## src/rtl/relu_maxpool2_col.sv

```systemverilog
// ReLU followed by 2x2 stride-2 max pooling over a stream of FP16 map columns.
// Even columns are reduced row-pairwise and held; the following odd column completes each pooled column.
module relu_maxpool2_col #(
  parameter int DATA_WIDTH = 16,
  parameter int COL_SIZE   = 2,
  parameter int MAP_COLS   = 2
) (
  input  logic                  clk,
  input  logic                  rst,
  input  logic                  clear,
  input  logic                  valid_in,
  input  logic [DATA_WIDTH-1:0] column_in  [COL_SIZE-1:0],
  output logic [DATA_WIDTH-1:0] column_out [COL_SIZE/2-1:0],
  output logic                  valid_out,
  output logic                  last_out
);

  localparam int OUT_SIZE = COL_SIZE / 2;
  localparam int IDX_W    = (MAP_COLS > 2) ? $clog2(MAP_COLS) : 1;
  localparam bit MAP_ODD  = (MAP_COLS % 2) == 1;
  localparam logic [IDX_W-1:0] LAST_IDX      = IDX_W'(MAP_COLS - 1);
  localparam logic [IDX_W-1:0] LAST_PAIR_IDX = MAP_ODD ? IDX_W'(MAP_COLS - 2) : IDX_W'(MAP_COLS - 1);

  if ((COL_SIZE < 2) || ((COL_SIZE % 2) != 0) || (MAP_COLS < 2)) begin : g_param_check
    $fatal(1, "relu_maxpool2_col: COL_SIZE must be even and >= 2, MAP_COLS must be >= 2");
  end

  typedef enum logic {WAIT_EVEN, HOLD_EVEN} state_t;

  function automatic logic [DATA_WIDTH-1:0] relu(input logic [DATA_WIDTH-1:0] x);
    return x[DATA_WIDTH-1] ? '0 : x;
  endfunction

  // Operands are already non-negative, so the magnitude field orders them.
  function automatic logic [DATA_WIDTH-1:0] max2(input logic [DATA_WIDTH-1:0] a,
                                                 input logic [DATA_WIDTH-1:0] b);
    return (a[DATA_WIDTH-2:0] >= b[DATA_WIDTH-2:0]) ? a : b;
  endfunction

  state_t                 state_q, state_d, cur_state;
  logic [IDX_W-1:0]       col_idx_q, col_idx_d, cur_idx;
  logic [DATA_WIDTH-1:0]  buf_q        [OUT_SIZE];
  logic [DATA_WIDTH-1:0]  pair_max     [OUT_SIZE];
  logic [DATA_WIDTH-1:0]  pooled       [OUT_SIZE];
  logic [DATA_WIDTH-1:0]  column_out_q [OUT_SIZE];
  logic                   valid_out_q, last_out_q;
  logic                   store_en, emit, last_d;

  genvar gi;
  generate
    for (gi = 0; gi < OUT_SIZE; gi++) begin : g_pool
      assign pair_max[gi]   = max2(relu(column_in[2*gi]), relu(column_in[2*gi+1]));
      assign pooled[gi]     = max2(buf_q[gi], pair_max[gi]);
      assign column_out[gi] = column_out_q[gi];
    end
  endgenerate

  // clear restarts the map in the same cycle, so a coincident column is column 0.
  assign cur_state = clear ? WAIT_EVEN : state_q;
  assign cur_idx   = clear ? '0 : col_idx_q;

  always_comb begin
    state_d   = cur_state;
    col_idx_d = cur_idx;
    store_en  = 1'b0;
    emit      = 1'b0;
    last_d    = 1'b0;
    if (valid_in) begin
      col_idx_d = (cur_idx == LAST_IDX) ? '0 : cur_idx + IDX_W'(1);
      case (cur_state)
        WAIT_EVEN: begin
          // An unpaired trailing column of an odd-width map is dropped.
          if (!(MAP_ODD && (cur_idx == LAST_IDX))) begin
            store_en = 1'b1;
            state_d  = HOLD_EVEN;
          end
        end
        HOLD_EVEN: begin
          emit    = 1'b1;
          last_d  = (cur_idx == LAST_PAIR_IDX);
          state_d = WAIT_EVEN;
        end
        default: state_d = WAIT_EVEN;
      endcase
    end
  end

  always_ff @(posedge clk or posedge rst) begin
    if (rst) begin
      state_q     <= WAIT_EVEN;
      col_idx_q   <= '0;
      valid_out_q <= 1'b0;
      last_out_q  <= 1'b0;
      for (int i = 0; i < OUT_SIZE; i++) begin
        buf_q[i]        <= '0;
        column_out_q[i] <= '0;
      end
    end else begin
      state_q     <= state_d;
      col_idx_q   <= col_idx_d;
      valid_out_q <= emit;
      last_out_q  <= last_d;
      for (int i = 0; i < OUT_SIZE; i++) begin
        if (store_en) buf_q[i] <= pair_max[i];
        if (emit)     column_out_q[i] <= pooled[i];
      end
    end
  end

  assign valid_out = valid_out_q;
  assign last_out  = last_out_q;

endmodule

```

## config.mk

```make
export PLATFORM = sky130hd
export DESIGN_NAME = relu_maxpool2_col
export DESIGN_NICKNAME = d
export VERILOG_FILES = /design/src/rtl/relu_maxpool2_col.sv
export SDC_FILE = /design/constraint.sdc
export NUM_CORES = 1
export LEC_CHECK = 0
export ABC_CLOCK_PERIOD_IN_PS = 4700
export CELL_PAD_IN_SITES_DETAIL_PLACEMENT = 1
export CELL_PAD_IN_SITES_GLOBAL_PLACEMENT = 1
export CORE_UTILIZATION = 53
export CTS_BUF_LIST = sky130_fd_sc_hd__clkbuf_4 sky130_fd_sc_hd__clkbuf_8
export DETAILED_ROUTE_END_ITERATION = 10
export DONT_BUFFER_PORTS = 1
export GPL_TIMING_DRIVEN = 0
export PLACE_DENSITY_LB_ADDON = 0.2
export REMOVE_ABC_BUFFERS = 1
export SYNTH_ARGS = -nofsm -noshare
export SYNTH_HDL_FRONTEND = slang
export SYNTH_SLANG_ARGS = --single-unit
```

## constraint.sdc

```tcl
create_clock -name clk -period 4.7 [get_ports clk]
set_input_delay 0.705 -clock clk [delete_from_list [all_inputs] [get_ports clk]]
set_output_delay 0.705 -clock clk [all_outputs]
set_load 0.02 [all_outputs]
```

==> results.json <==
{
  "utilization_pct": 58.2,
  "area_growth_pct": 3.79,
  "htree_num_levels": 2,
  "cp.arrival_ns": 4.42,
  "routed_wl_mm": 5.62,
  "tightest_slew_ns": 1.09,
  "hold_slack_ns": 0.409,
  "setup_viol": 0,
  "dpl.cell_count": 311,
  "cts_tree": "done",
  "gp_congestion": 0.698,
  "synth_cell_types": 29,
  "max_stage_delay_ns": 0.63,
  "hold_viol": 0,
  "p_leak_nw": 1.29,
  "path_clk_slew_ns": 0.07,
  "avgViaCountPerCell": 5.88,
  "grt_antenna_before_repair": 0,
  "num_vias": 1877,
  "relSlewSlack_pct": 27.3,
  "first_pass_iters": 4,
  "core-area_mm2": 0.00441,
  "instances_no_fill": 319,
  "layout_min_cycle_time_ns": 4.20,
  "drive_gt1_share_pct": 5.62,
  "finalSetupTns_ns": 0,
  "path_depth": 15,
  "critical_path_buf_inv_count": 1,
  "crit_top_cell": "ha_1",
  "synth-seq-cells": 34,
  "clock_skew_ns": 0.00675,
  "min_period_over_period_pct": 89.3,
  "clock.fmax_ghz": 0.238,
  "status": "complete, no violations",
  "die-area_mm2": 0.00494,
  "finalMaxSlewViolations": 0,
  "synthCells": 270,
  "path_max_fanout": 15,
  "grt_usage_pct": 24.3,
  "critPathLaunch": "column_in[31]",
  "layout.cells.most_common": "dfrtp_1",
  "crit_path_end_kind": "register",
  "die_h_um": 70.3,
  "crit_family": "compound AO/OA/AOI/OAI gates",
  "n_antenna_cell": 0,
  "start_util_pct": 56.0,
  "clock_path_buffers": 2,
  "cts_buffers": 5,
  "mostFrequentLayoutCells": "dfrtp_1 (34), inv_1 (33), nand2b_1 (32), ha_1 (32), a21oi_1 (24)",
  "total_power_mw": 1.07,
  "fillers": 523,
  "powerDensity_mw_per_mm2": 416,
  "synthesis.area_mm2": 0.00247,
  "postSynthAreaPerCell_um2": 9.16,
  "numPortBuffers": 0,
  "critPathKind": "in -> reg",
  "fin_nets": 334,
  "grt_pass1_vias": 1973,
  "grt_setup_unrepaired": "false",
  "ys_seq_area_share_pct": 34.4,
  "die_x_um": 70.3,
  "holdCritPathClass": "in -> async",
  "ir_drop_mv": 0.226,
  "drtAntennaViolNets": 0,
  "clockRootBuffer": "clkbuf_8",
  "cts_setup_buffers": 0,
  "startpoint_type": "input port",
  "rows": 24,
  "wl_per_cell_um": 17.6,
  "cp.required_ns": 4.92,
  "grt_pass1_wl_mm": 9.23,
  "drc": 0,
  "gr-total-overflow": 0,
  "cp_cell_sequence": "nand2b_1, ha_1, nand2_1, o21ai_0, a21oi_1, o21ai_4, mux2i_1, inv_1, ha_1, nand4_1, nor2_1, a211oi_1, o211ai_1, and2_1, a221o_1",
  "pin_count": 54,
  "cts.sinks": 34,
  "yosysWarnings": 0,
  "dp.final_hpwl_mm": 4.13,
  "clk_latency_ns": 0.29,
  "r2r_cells": 7,
  "drv_cap": 0,
  "grt_max_degree": 35,
  "regToRegStartpoint": "buf_q[2]",
  "drt-initial-drc-count": 70,
  "crit_slowest_cell": "and2_1"
}
-- Yosys cell counts --
cell	n	area share, %
dfrtp_1	34	34
inv_1	34	5.2
ha_1	32	16
nand2b_1	32	8.1
a21oi_1	24	4.9
nor2_1	24	3.6
nor2b_1	16	4.0
a221o_1	15	6.1
mux2i_1	15	6.1
nand2_1	8	1.2
o21ai_0	7	1.4
clkbuf_1	6	0.91
buf_6	3	1.4
nand4_1	3	0.76
a211oi_1	2	0.61
a211oi_2	2	1.0
and2_1	1	0.25
and3_1	1	0.25
and4_1	1	0.35
buf_2	1	0.20
buf_4	1	0.30
conb_1	1	0.15
mux2_2	1	0.46
nand3_1	1	0.20
o211ai_1	1	0.30
o21ai_1	1	0.20
o21ai_4	1	0.66
o31ai_2	1	0.51
xnor2_1	1	0.35
-- registers in the layout, indices dropped and copies added (netlist names) --
name        count
last_out        1
valid_out       1
column_out     15
col_idx_q       1
state_q         1
buf_q          15
-- metal layers --
metal / GRT usage [%] / share of wire, % / vias to the layer above
li1: - / - / 916
met1: 30.8 / 45 / 907
met2: 40.7 / 50 / 47
met3: 5.92 / 4.4 / 7
met4: 7.33 / 0.91 / 0
met5: 0 / 0 / -
-- area by class of cell --
cell class                 instances  area (um^2)  share of cell area [%]
clock inverter                     1         5.00                   0.195
multi-input combinational        191         1430                    55.7
sequential                        34          851                    33.1
clock buffer                       7         90.1                    3.51
tap                               52         65.1                    2.53
inverter                          34          128                    4.97
-- cell families (layout without fill, tap and decap cells) --
kind of cell    count (synthesis)  after routing  share of synthesized area [%]
fa+ha+maj                      32             32                           16.2
xor+xnor                        1              1                          0.354
other cells                     1              1                          0.152
mux                            16             16                           6.52
buf+inv                        45             42                           7.94
compound gates                 54             54                           15.6
simple gates                   87             87                           18.8
flops                          34             34                           34.4
-- report_power, final --
| part | switching [mW] | internal (mW) | leakage (nW) |
|---|---|---|---|
| logic | 0.174 | 0.155 | 0.814 |
| registers | 0.131 | 0.376 | 0.420 |
| clock network | 0.108 | 0.124 | 0.0517 |
-- per-stage QoR --
stage               worst slack, ns  cell area (um^2)
finish                        0.504              2570
global route                  0.243              2570
CTS                           0.176              2560
detailed placement          -0.0754              2470
global placement            -0.0105              2470
floorplan                     0.823              2400
-- worst paths after layout --
path / slack (ns) / end
setup reg to reg: 2.37 / column_out[2]
max in group asynchronous: 3.82 / buf_q[11]
setup / recovery: 0.50 / column_out[2]
min in group clk: 0.52 / col_idx_q
hold / removal: 0.41 / state_q
hold reg to reg: 0.53 / last_out
-- repair_timing --
| action | CTS | global route |
|---|---|---|
| setup endpoints to repair | 0 | 15 |
| resized for setup | 0 | 1 |
| hold buffers | 0 | 0 |
Power figures use the tool's default switching activity.
==> patch: new RTL, same settings <==
`DATA_WIDTH`: 16 -> 20.
--- a/src/rtl/relu_maxpool2_col.sv
+++ b/src/rtl/relu_maxpool2_col.sv
@@ -1,7 +1,7 @@
 // ReLU followed by 2x2 stride-2 max pooling over a stream of FP16 map columns.
 // Even columns are reduced row-pairwise and held; the following odd column completes each pooled column.
 module relu_maxpool2_col #(
-  parameter int DATA_WIDTH = 16,
+  parameter int DATA_WIDTH = 20,
   parameter int COL_SIZE   = 2,
   parameter int MAP_COLS   = 2
 ) (
Ports: changed (resized column_in and column_out); port bits go from 54 to 66. No check against the original RTL was run, so the function may have changed too.
==> patch against the unedited design <==
Via count is 35% higher; clock power grew 8%; design area up 39%; maximum frequency is 6.2% lower; count of clock-buffer cells in the layout did not move; combinational power is 74% higher; area after synthesis rose by 34%; critical path type unchanged; setup slack worse by 280 ps; critical endpoint is now column_out[15]; routed wire length rose by 46%; power rose by 41%; sequential cell count is 8 higher; register-to-register slack lost 830 ps; non-clock buffer count grew 14.
==> patch: results (changes against the unedited design) <==
Timing:
- The clock tree skew after final layout is 5.50 ps (-1.25 ps).
- The slew at the pin with the worst max-slew slack is 1340 ps (+249 ps).
- The final hold violation count came to 0 (unchanged).
- The worst hold margin was 470 ps (+61.2 ps).

GRT:
- The global-route wire length before repair is 13000 µm (+41%).
- The largest net degree at the start of global routing is 43 (+23%).
- The global-route usage over all layers was 26.7% (+2.4 points).
- The via count of the first global-routing pass is 2660 (+35%).
- The number of antenna violations at the first check in global routing is 0 (unchanged).

Detailed routing:
- The initial DRC count was 109 (+56%).
- The average vias per placed instance came to 6.03 (+2.5%).
- The routed wire length is 8230 µm (+46%).

Worst setup path:
- The maximum fanout encountered on the critical timing path is 9 (-6).
- The reg2reg setup slack is 1540 ps (-830 ps).
- The biggest cell delay along the critical path is 570 ps (-60 ps).
- The endpoint arrival time on the critical path is 4690 ps (+270 ps).
- On the critical path the largest part of the delay comes from simple AND/OR/NAND/NOR gates.
- The cell with the biggest individual delay on the critical path is or4_1.

Synth:
- The number of different library cells in the post-synthesis netlist is 35 (+21%).
- By count the netlist is led by a21oi_1, dfrtp_1, ha_1.
- Yosys attributes the largest share of cell area to dfrtp_1, ha_1, mux2i_1.
- The sequential fraction of the synthesis area is 31.8% (-2.6 points).

Status:
- The flow ran to the end, and the final reports show no timing, DRC or antenna violations.

Placement:
- The HPWL reported at the end of detailed placement came to 6130 µm (+48%).
- The number of buffers inserted by port buffering is 0 (unchanged).
- The final weighted congestion of routability-driven global placement is 0.764 (+9.5%).
- The total cell area at the placement stage is 3350 µm² (+36%).

Finish:
- The layout net count is 427 (+28%).
- The filler cell count came to 686 (+31%).

Power:
- The total leakage power is 1.60 nW (+24%).
- The worst voltage drop across the vdd grid came to 260 µV (+15%).
[patch: path summary, 6_finish.rpt]
path / from / end / depth (start not counted)
worst min register to register: col_idx_q / last_out / 1
worst max register to register: state_q / column_out[7] / 7
min in group clk: valid_in / col_idx_q / 1
worst min-delay path: rst / column_out[2] / 1
worst max-delay path: column_in[33] / column_out[15] / 18
max in group asynchronous: rst / buf_q[3] / 1
[patch: cells by family (layout without fill, tap and decap cells)]
| family | Yosys count | count (layout) | synth area share, % |
|---|---|---|---|
| flops | 42 | 42 | 31.8 |
| mux | 38 | 38 | 15.3 |
| xor+xnor | 1 | 1 | 0.265 |
| other cells | 1 | 1 | 0.113 |
| compound gates | 89 | 89 | 17.8 |
| fa+ha+maj | 40 | 40 | 15.1 |
| simple gates | 85 | 85 | 13.7 |
| buf+inv | 43 | 48 | 5.90 |
[patch: report_power, final]
part           leakage (nW)  switching (mW)  internal (mW)
sequential            0.522           0.209          0.473
combinational          1.02           0.306          0.266
clock                0.0517           0.126          0.124
total                  1.60           0.641          0.864
[patch: per-stage QoR]
stage,cells,util [%],setup slack [ps]
after global routing,419,59.8,16.4
after CTS,413,58.6,86.3
after global placement,397,55.5,-3580
after detailed placement,400,56.3,-1120
final,419,59.8,228
after floorplan,322,-,-1950
[patch: per-layer routing]
metal  vias to the layer above  part of all wire (%)  GRT usage, %
li1                       1205                     -             -
met1                      1271                    41          30.8
met2                        43                    54          49.0
met3                         8                   2.9          4.83
met4                         0                   1.5          9.11
met5                         -                     0             0
[patch: layout make-up]
type | count | area [µm²] | share of cell area [%]
clock inverters | 1 | 5.00 | 0.140
inverters | 26 | 97.6 | 2.74
repair buffers | 14 | 136 | 3.83
multi-input cells | 254 | 2090 | 58.6
clock buffers | 7 | 90.1 | 2.53
well taps | 75 | 93.8 | 2.63
flip-flops and latches | 42 | 1050 | 29.5
[patch: repair_timing]
| item | in CTS | in global routing |
|---|---|---|
| gates resized for setup | 2 | 5 |
| setup endpoints to repair | 19 | 19 |
| setup buffers | 5 | 6 |
| pin swaps | 2 | 0 |
